<file path="src/rtl/rx_ctrl_pkg.sv">
// Shared defaults and state encoding for the UART receive sequencer.
// The FSM states are the bit-period phases of a frame.
package rx_ctrl_pkg;

    localparam int DEF_DATA_WIDTH = 8;
    localparam int DEF_OVERSAMPLE = 16;
    localparam bit DEF_PARITY_EN  = 1'b1;

    typedef enum logic [2:0] {
        RX_IDLE   = 3'd0,
        RX_START  = 3'd1,
        RX_DATA   = 3'd2,
        RX_PARITY = 3'd3,
        RX_STOP   = 3'd4
    } rx_state_e;

endpackage

</file>
<file path="src/rtl/rx_frame_status.sv">
// Holds one completed frame's status for the consumer.
// Flags overrun when a new frame lands on an unaccepted one.
module rx_frame_status
    import rx_ctrl_pkg::*;
#(
    parameter bit PARITY_EN = DEF_PARITY_EN
) (
    input  logic clk_i,
    input  logic rst_i,
    input  logic complete_i,
    input  logic parityErr_i,
    input  logic stopErr_i,
    input  logic frameReady_i,
    input  logic overrunClr_i,
    output logic frameValid_o,
    output logic frameParityErr_o,
    output logic frameStopErr_o,
    output logic overrun_o
);

    logic valid_q, valid_d;
    logic parErr_q, parErr_d;
    logic stopErr_q, stopErr_d;
    logic overrun_q, overrun_d;

    always_ff @(posedge clk_i) begin
        if (rst_i) begin
            valid_q   <= 1'b0;
            parErr_q  <= 1'b0;
            stopErr_q <= 1'b0;
            overrun_q <= 1'b0;
        end else begin
            valid_q   <= valid_d;
            parErr_q  <= parErr_d;
            stopErr_q <= stopErr_d;
            overrun_q <= overrun_d;
        end
    end

    // A completion always wins the slot; an accept only frees it when nothing new arrives.
    always_comb begin
        valid_d   = valid_q;
        parErr_d  = parErr_q;
        stopErr_d = stopErr_q;
        overrun_d = overrun_q;
        if (complete_i) begin
            valid_d   = 1'b1;
            parErr_d  = PARITY_EN ? parityErr_i : 1'b0;
            stopErr_d = stopErr_i;
        end else if (valid_q && frameReady_i) begin
            valid_d = 1'b0;
        end
        if (complete_i && valid_q && !frameReady_i) begin
            overrun_d = 1'b1;
        end else if (overrunClr_i) begin
            overrun_d = 1'b0;
        end
    end

    assign frameValid_o     = valid_q;
    assign frameParityErr_o = parErr_q;
    assign frameStopErr_o   = stopErr_q;
    assign overrun_o        = overrun_q;

endmodule

</file>
<file path="src/rtl/rx_ctrl.sv">
// UART RX sequencer: times bits from the oversampling tick, validates the
// start bit and strobes the SIPO, parity checker and stop-bit logic.
module rx_ctrl
    import rx_ctrl_pkg::*;
#(
    parameter int DATA_WIDTH = DEF_DATA_WIDTH,
    parameter int OVERSAMPLE = DEF_OVERSAMPLE,
    parameter bit PARITY_EN  = DEF_PARITY_EN
) (
    input  logic rx_clk,
    input  logic rx_rst,
    input  logic sample_tick,
    input  logic rx_in,
    input  logic parity_bit_error,
    output logic shift,
    output logic parity_load,
    output logic check_stop,
    output logic rx_busy,
    output logic frame_valid,
    input  logic frame_ready,
    output logic frame_parity_err,
    output logic frame_stop_err,
    output logic false_start,
    output logic overrun,
    input  logic overrun_clr
);

    localparam int CNT_W = $clog2(OVERSAMPLE);
    localparam int IDX_W = $clog2(DATA_WIDTH + 1);
    localparam logic [CNT_W-1:0] HALF_LAST = CNT_W'(OVERSAMPLE / 2 - 1);
    localparam logic [CNT_W-1:0] BIT_LAST  = CNT_W'(OVERSAMPLE - 1);
    localparam logic [IDX_W-1:0] IDX_LAST  = IDX_W'(DATA_WIDTH - 1);

    rx_state_e        state_q, state_d;
    logic [CNT_W-1:0] cnt_q, cnt_d;
    logic [IDX_W-1:0] bitIdx_q, bitIdx_d;
    logic             parErr_q, parErr_d;
    logic             halfEnd;
    logic             bitEnd;

    assign halfEnd = sample_tick && (cnt_q == HALF_LAST);
    assign bitEnd  = sample_tick && (cnt_q == BIT_LAST);

    always_ff @(posedge rx_clk) begin
        if (rx_rst) begin
            state_q  <= RX_IDLE;
            cnt_q    <= '0;
            bitIdx_q <= '0;
            parErr_q <= 1'b0;
        end else begin
            state_q  <= state_d;
            cnt_q    <= cnt_d;
            bitIdx_q <= bitIdx_d;
            parErr_q <= parErr_d;
        end
    end

    // Each sampling state counts ticks to the middle of its bit, then acts once.
    always_comb begin
        state_d  = state_q;
        cnt_d    = cnt_q;
        bitIdx_d = bitIdx_q;
        parErr_d = parErr_q;
        case (state_q)
            RX_IDLE: begin
                if (sample_tick && !rx_in) begin
                    state_d = RX_START;
                    cnt_d   = '0;
                end
            end
            RX_START: begin
                if (halfEnd) begin
                    cnt_d    = '0;
                    bitIdx_d = '0;
                    state_d  = rx_in ? RX_IDLE : RX_DATA;
                end else if (sample_tick) begin
                    cnt_d = cnt_q + CNT_W'(1);
                end
            end
            RX_DATA: begin
                if (bitEnd) begin
                    cnt_d    = '0;
                    bitIdx_d = bitIdx_q + IDX_W'(1);
                    if (bitIdx_q == IDX_LAST) begin
                        state_d = PARITY_EN ? RX_PARITY : RX_STOP;
                    end
                end else if (sample_tick) begin
                    cnt_d = cnt_q + CNT_W'(1);
                end
            end
            RX_PARITY: begin
                if (bitEnd) begin
                    cnt_d    = '0;
                    parErr_d = parity_bit_error;
                    state_d  = RX_STOP;
                end else if (sample_tick) begin
                    cnt_d = cnt_q + CNT_W'(1);
                end
            end
            RX_STOP: begin
                if (bitEnd) begin
                    cnt_d   = '0;
                    state_d = RX_IDLE;
                end else if (sample_tick) begin
                    cnt_d = cnt_q + CNT_W'(1);
                end
            end
            default: begin
                state_d = RX_IDLE;
                cnt_d   = '0;
            end
        endcase
    end

    // Strobes are suppressed under reset so an abandoned frame leaves no trace downstream.
    always_comb begin
        shift       = 1'b0;
        parity_load = 1'b0;
        check_stop  = 1'b0;
        false_start = 1'b0;
        rx_busy     = (state_q != RX_IDLE);
        if (!rx_rst) begin
            case (state_q)
                RX_START:  false_start = halfEnd && rx_in;
                RX_DATA:   shift       = bitEnd;
                RX_PARITY: parity_load = bitEnd;
                RX_STOP:   check_stop  = bitEnd;
                default:   ;
            endcase
        end
    end

    rx_frame_status #(
        .PARITY_EN(PARITY_EN)
    ) u_status (
        .clk_i            (rx_clk),
        .rst_i            (rx_rst),
        .complete_i       (check_stop),
        .parityErr_i      (parErr_q),
        .stopErr_i        (~rx_in),
        .frameReady_i     (frame_ready),
        .overrunClr_i     (overrun_clr),
        .frameValid_o     (frame_valid),
        .frameParityErr_o (frame_parity_err),
        .frameStopErr_o   (frame_stop_err),
        .overrun_o        (overrun)
    );

endmodule

</file>
<file path="config.mk">
export PLATFORM = sky130hd
export DESIGN_NAME = rx_ctrl
export DESIGN_NICKNAME = d
export VERILOG_FILES = /design/src/rtl/rx_ctrl_pkg.sv /design/src/rtl/rx_frame_status.sv /design/src/rtl/rx_ctrl.sv
export SDC_FILE = /design/constraint.sdc
export NUM_CORES = 1
export LEC_CHECK = 0
export BUFFER_PORTS_ARGS = -buffer_cell sky130_fd_sc_hd__buf_2
export CAP_MARGIN = 30
export CORE_MARGIN = 2
export CORE_UTILIZATION = 40
export DETAILED_ROUTE_END_ITERATION = 10
export PLACE_DENSITY_LB_ADDON = 0.12
export SYNTH_ARGS = -nofsm -noshare
export SYNTH_HDL_FRONTEND = slang
export SYNTH_HIERARCHICAL = 1
export SYNTH_SLANG_ARGS = --single-unit
</file>
<file path="constraint.sdc">
create_clock -name rx_clk -period 3.2 [get_ports rx_clk]
set_clock_uncertainty 0.05 [all_clocks]
set_input_delay 0.64 -clock rx_clk [delete_from_list [all_inputs] [get_ports rx_clk]]
set_output_delay 0.64 -clock rx_clk [all_outputs]
set_load 0.01 [all_outputs]
</file>
==> results.md <==
* Status: finished clean
* Clock transition at the registers of the reported paths at 0.08 ns
* Commonest non-fill, non-tap cell in the layout: dfxtp_1
* GRT Residual Overflow at 0
* Ant diodes at 0
* Syn_nets at 119
* Sequential power share at 45.7%
* Fmax at 375.7 MHz
* FF-to-FF Start: state_q[2]
* Cell area after placement at 1025 sq um
* Drt pass-1 iters at 4
* Detailed Place HPWL at 1477 microns
* Max Slew Vio Count at 0
* Clock share of power at 19.5%
* Switching power at 0.1904 mW
* Reg-to-Reg End: u_status/overrun_o
* Period utilization at 83.18%
* DIE WIDTH at 52.86 microns
* # fillers at 239
* Antenna-violating nets left at 0
* Hold Crit Start: bitIdx_q[1]
* Area growth syn-to-layout at 9.698%
* Design Area, Final at 1047 sq um
* HP Class: flop to flop
* Number of global-route vias before repair at 784
* I/O pin count at 16
* Synth Cell Area at 954.7 sq um
* Final min period at 2.662 ns
* Mapped Cells at 110
* H-tree Lvls at 1
* CTS tree: done
* Setup crit end kind: primary output
* Worst path bufs/invs at 1
* Count of cell types in the netlist at 43
* Lkg Pwr at 0.4103 nW
* Total Nets Final at 132
* Max-cap violations at 0
* Worst endpoint required time at 2.51 ns
* VDD IR max at 0.2353 mV
* Final hold violations at 0
* First-pass GRT wire length at 3422 microns
* Switching share of power at 35.95%
* Setup TNS at 0 ns
* CTS Sinks at 16
* Worst Hold Path Cells at 2
* Combinational share of power at 34.8%
* Slowest CP cell: dfxtp_1
* Total wire length at 1957 microns
* Placer Congestion at 0.7058
* Total CTS buffers at 3
* Maximum root-to-sink buffer count at 2
* Max stage delay on crit path at 0.51 ns
* DRC at 0
* RSZ-0062 raised after global routing: false
* Max transition margin at 63.77%
* Initial Util at 42.75%
* Cell Rows at 17
* Syn_area_per_cell at 8.679 sq um
* Hold Buf Count CTS at 0
* PostCTS Resize Cnt at 0
* Port buffer count at 15
* Post-synthesis sequential area ratio at 33.55%
* Path depth of the worst reg2reg path at 4
* Power Density at 505.7 nW/um^2
* Hold path endpoint: bitIdx_q[1]
* Clk_lat worst skew at 0.29 ns
* Die area at 2794 sq um
* # setup viols final at 0
* Worst-path fanout max at 12
* Setup Buffers After CTS at 0
* Initial DRC count at 15
* Slew @ Worst Pin at 0.5392 ns
* Most frequent cells in the layout: 16 x dfxtp_1, 15 x buf_2, 11 x nor2_1
* Critical Path Source Type: flop
* Share of cells above drive strength 1 at 18.18%
* Largest net degree at the start of global routing at 18
* Total via count in the routed design at 838
* Crit path DAT at 1.97 ns
* CP top delay family: simple AND/OR/NAND/NOR gates
* Number of synthesized register bits at 16
* GRT Overall Usage at 16.76%
* Core Area at 2233 sq um
* YS warnings at 6
* Crit path cell chain: or3b_1, nor3_1, buf_2
* Vias per std cell at 5.624
* Initial antenna violation count at 0
* Int Power at 0.3392 mW
* Die H at 52.86 microns
* FF-to-FF setup slack at 1.23 ns
* CTS root buffer: clkbuf_4
* Setup Crit Path Kind: flop to primary output
* Routed WL per cell at 13.13 microns
[layout make-up]
type                            instances  area, sq um  share of cell area (%)
Multi-Input combinational cell         82        575.6                   54.96
Sequential cell                        16        320.3                   30.59
Timing Repair Buffer                   15        75.07                   7.168
Tap cell                               28        35.03                   3.345
Clock buffer                            3        22.52                   2.151
Inverter                                5        18.77                   1.792
[per-layer routing]
| metal | wire (microns) | part of all wire (%) | global-route usage [%] |
|---|---|---|---|
| met5 | 0 | 0 | 0 |
| met3 | 84 | 4.3 | 2.260 |
| met1 | 974 | 50 | 23.21 |
| met4 | 36 | 1.8 | 10.26 |
| met2 | 861 | 44 | 24.38 |
[registers in the layout, indices dropped and copies added, names as in the netlist]
name	count
u_status/frameStopErr_o	1
cnt_q	4
u_status/frameValid_o	1
parErr_q	1
state_q	3
u_status/overrun_o	1
bitIdx_q	4
u_status/frameParityErr_o	1
[worst register-to-register path: cells and delay by family (launching register included)]
| kind | cells | cell delay (ns) |
|---|---|---|
| AND/OR/NAND/NOR | 2 | 0.94 |
| flip-flops | 1 | 0.51 |
| AO/OA/AOI/OAI | 1 | 0.25 |
| buffers and inverters | 1 | 0.13 |
[worst max-delay path by stage]
stage               slack, ns  cells past startpoint         from         end
floorplan                1.04                      4   state_q[2]  check_stop
detailed placement       0.81                      4  sample_tick  check_stop
CTS                      0.50                      3   state_q[2]  check_stop
global route             0.36                      3   state_q[2]  check_stop
finish                   0.54                      3   state_q[2]  check_stop
global placement         0.86                      4  sample_tick  check_stop
[per-stage QoR]
step                utilization (%)  hold WS (ns)  total power, mW  instances  worst slack, ns
floorplan                         -        0.3991           0.4066        110            1.040
global placement              45.88        0.4123           0.4282        146           0.8570
detailed placement            45.88        0.4222           0.4299        146           0.8111
CTS                           46.89        0.4355           0.5379        149           0.4982
global route                  46.89        0.4692           0.5682        149           0.3631
finish                        46.89        0.4368           0.5296        149           0.5381
[cells in the mapped netlist]
cell type,count,area (sq um)
a21o_1,1,7.510
a21oi_1,8,40.04
a31oi_1,1,6.260
and2b_2,1,8.760
and3_1,1,6.260
and3b_1,1,8.760
and4_1,2,17.52
and4b_1,1,10.01
and4bb_1,1,12.51
buf_2,5,25.02
buf_6,1,11.26
clkbuf_1,1,3.750
dfxtp_1,16,320.3
ha_1,2,25.02
inv_1,5,18.77
mux2i_1,3,30.03
nand2_1,3,11.26
nand2b_1,2,12.51
nand3_1,3,15.01
nand3b_1,2,15.01
nand4_1,2,12.51
nand4_4,1,21.27
nor2_1,11,41.29
nor2b_1,1,6.260
nor3_1,5,25.02
nor3b_1,1,7.510
nor4b_1,1,8.760
nor4b_2,1,15.01
o2111ai_1,2,17.52
o211ai_1,3,22.52
o21a_1,2,15.01
o21ai_0,3,15.01
o21ai_1,1,5.000
o221ai_2,1,15.01
o22a_1,1,8.760
o22ai_1,1,6.260
o31ai_1,1,7.510
or3_1,2,12.51
or3b_1,4,35.03
or4_1,2,15.01
or4b_1,1,10.01
xnor2_1,1,8.760
xor2_1,2,17.52
[power by group through the flow]
| stage | Combinational [mW] | Sequential [mW] | Clock, mW |
|---|---|---|---|
| 5_1_grt | 0.208 | 0.245 | 0.116 |
| 4_1_cts | 0.185 | 0.241 | 0.112 |
| 6_report | 0.184 | 0.242 | 0.104 |
| 3_5_place_dp | 0.184 | 0.245 | 0 |
| 2_1_floorplan | 0.182 | 0.224 | 0 |
| 3_3_place_gp | 0.185 | 0.243 | 0 |
[logic make-up after synthesis]
| kind of cell | Yosys count | share of synthesized area (%) |
|---|---|---|
| buffers and inverters | 12 | 6.159 |
| and+or+nand+nor | 49 | 34.34 |
| DFF | 16 | 33.55 |
| muxes | 3 | 3.146 |
| xor gates and xnor gates | 3 | 2.753 |
| AOI/OAI and AO/OA | 25 | 17.43 |
| adders and majority gates | 2 | 2.621 |
Power figures use the tool's default switching activity.
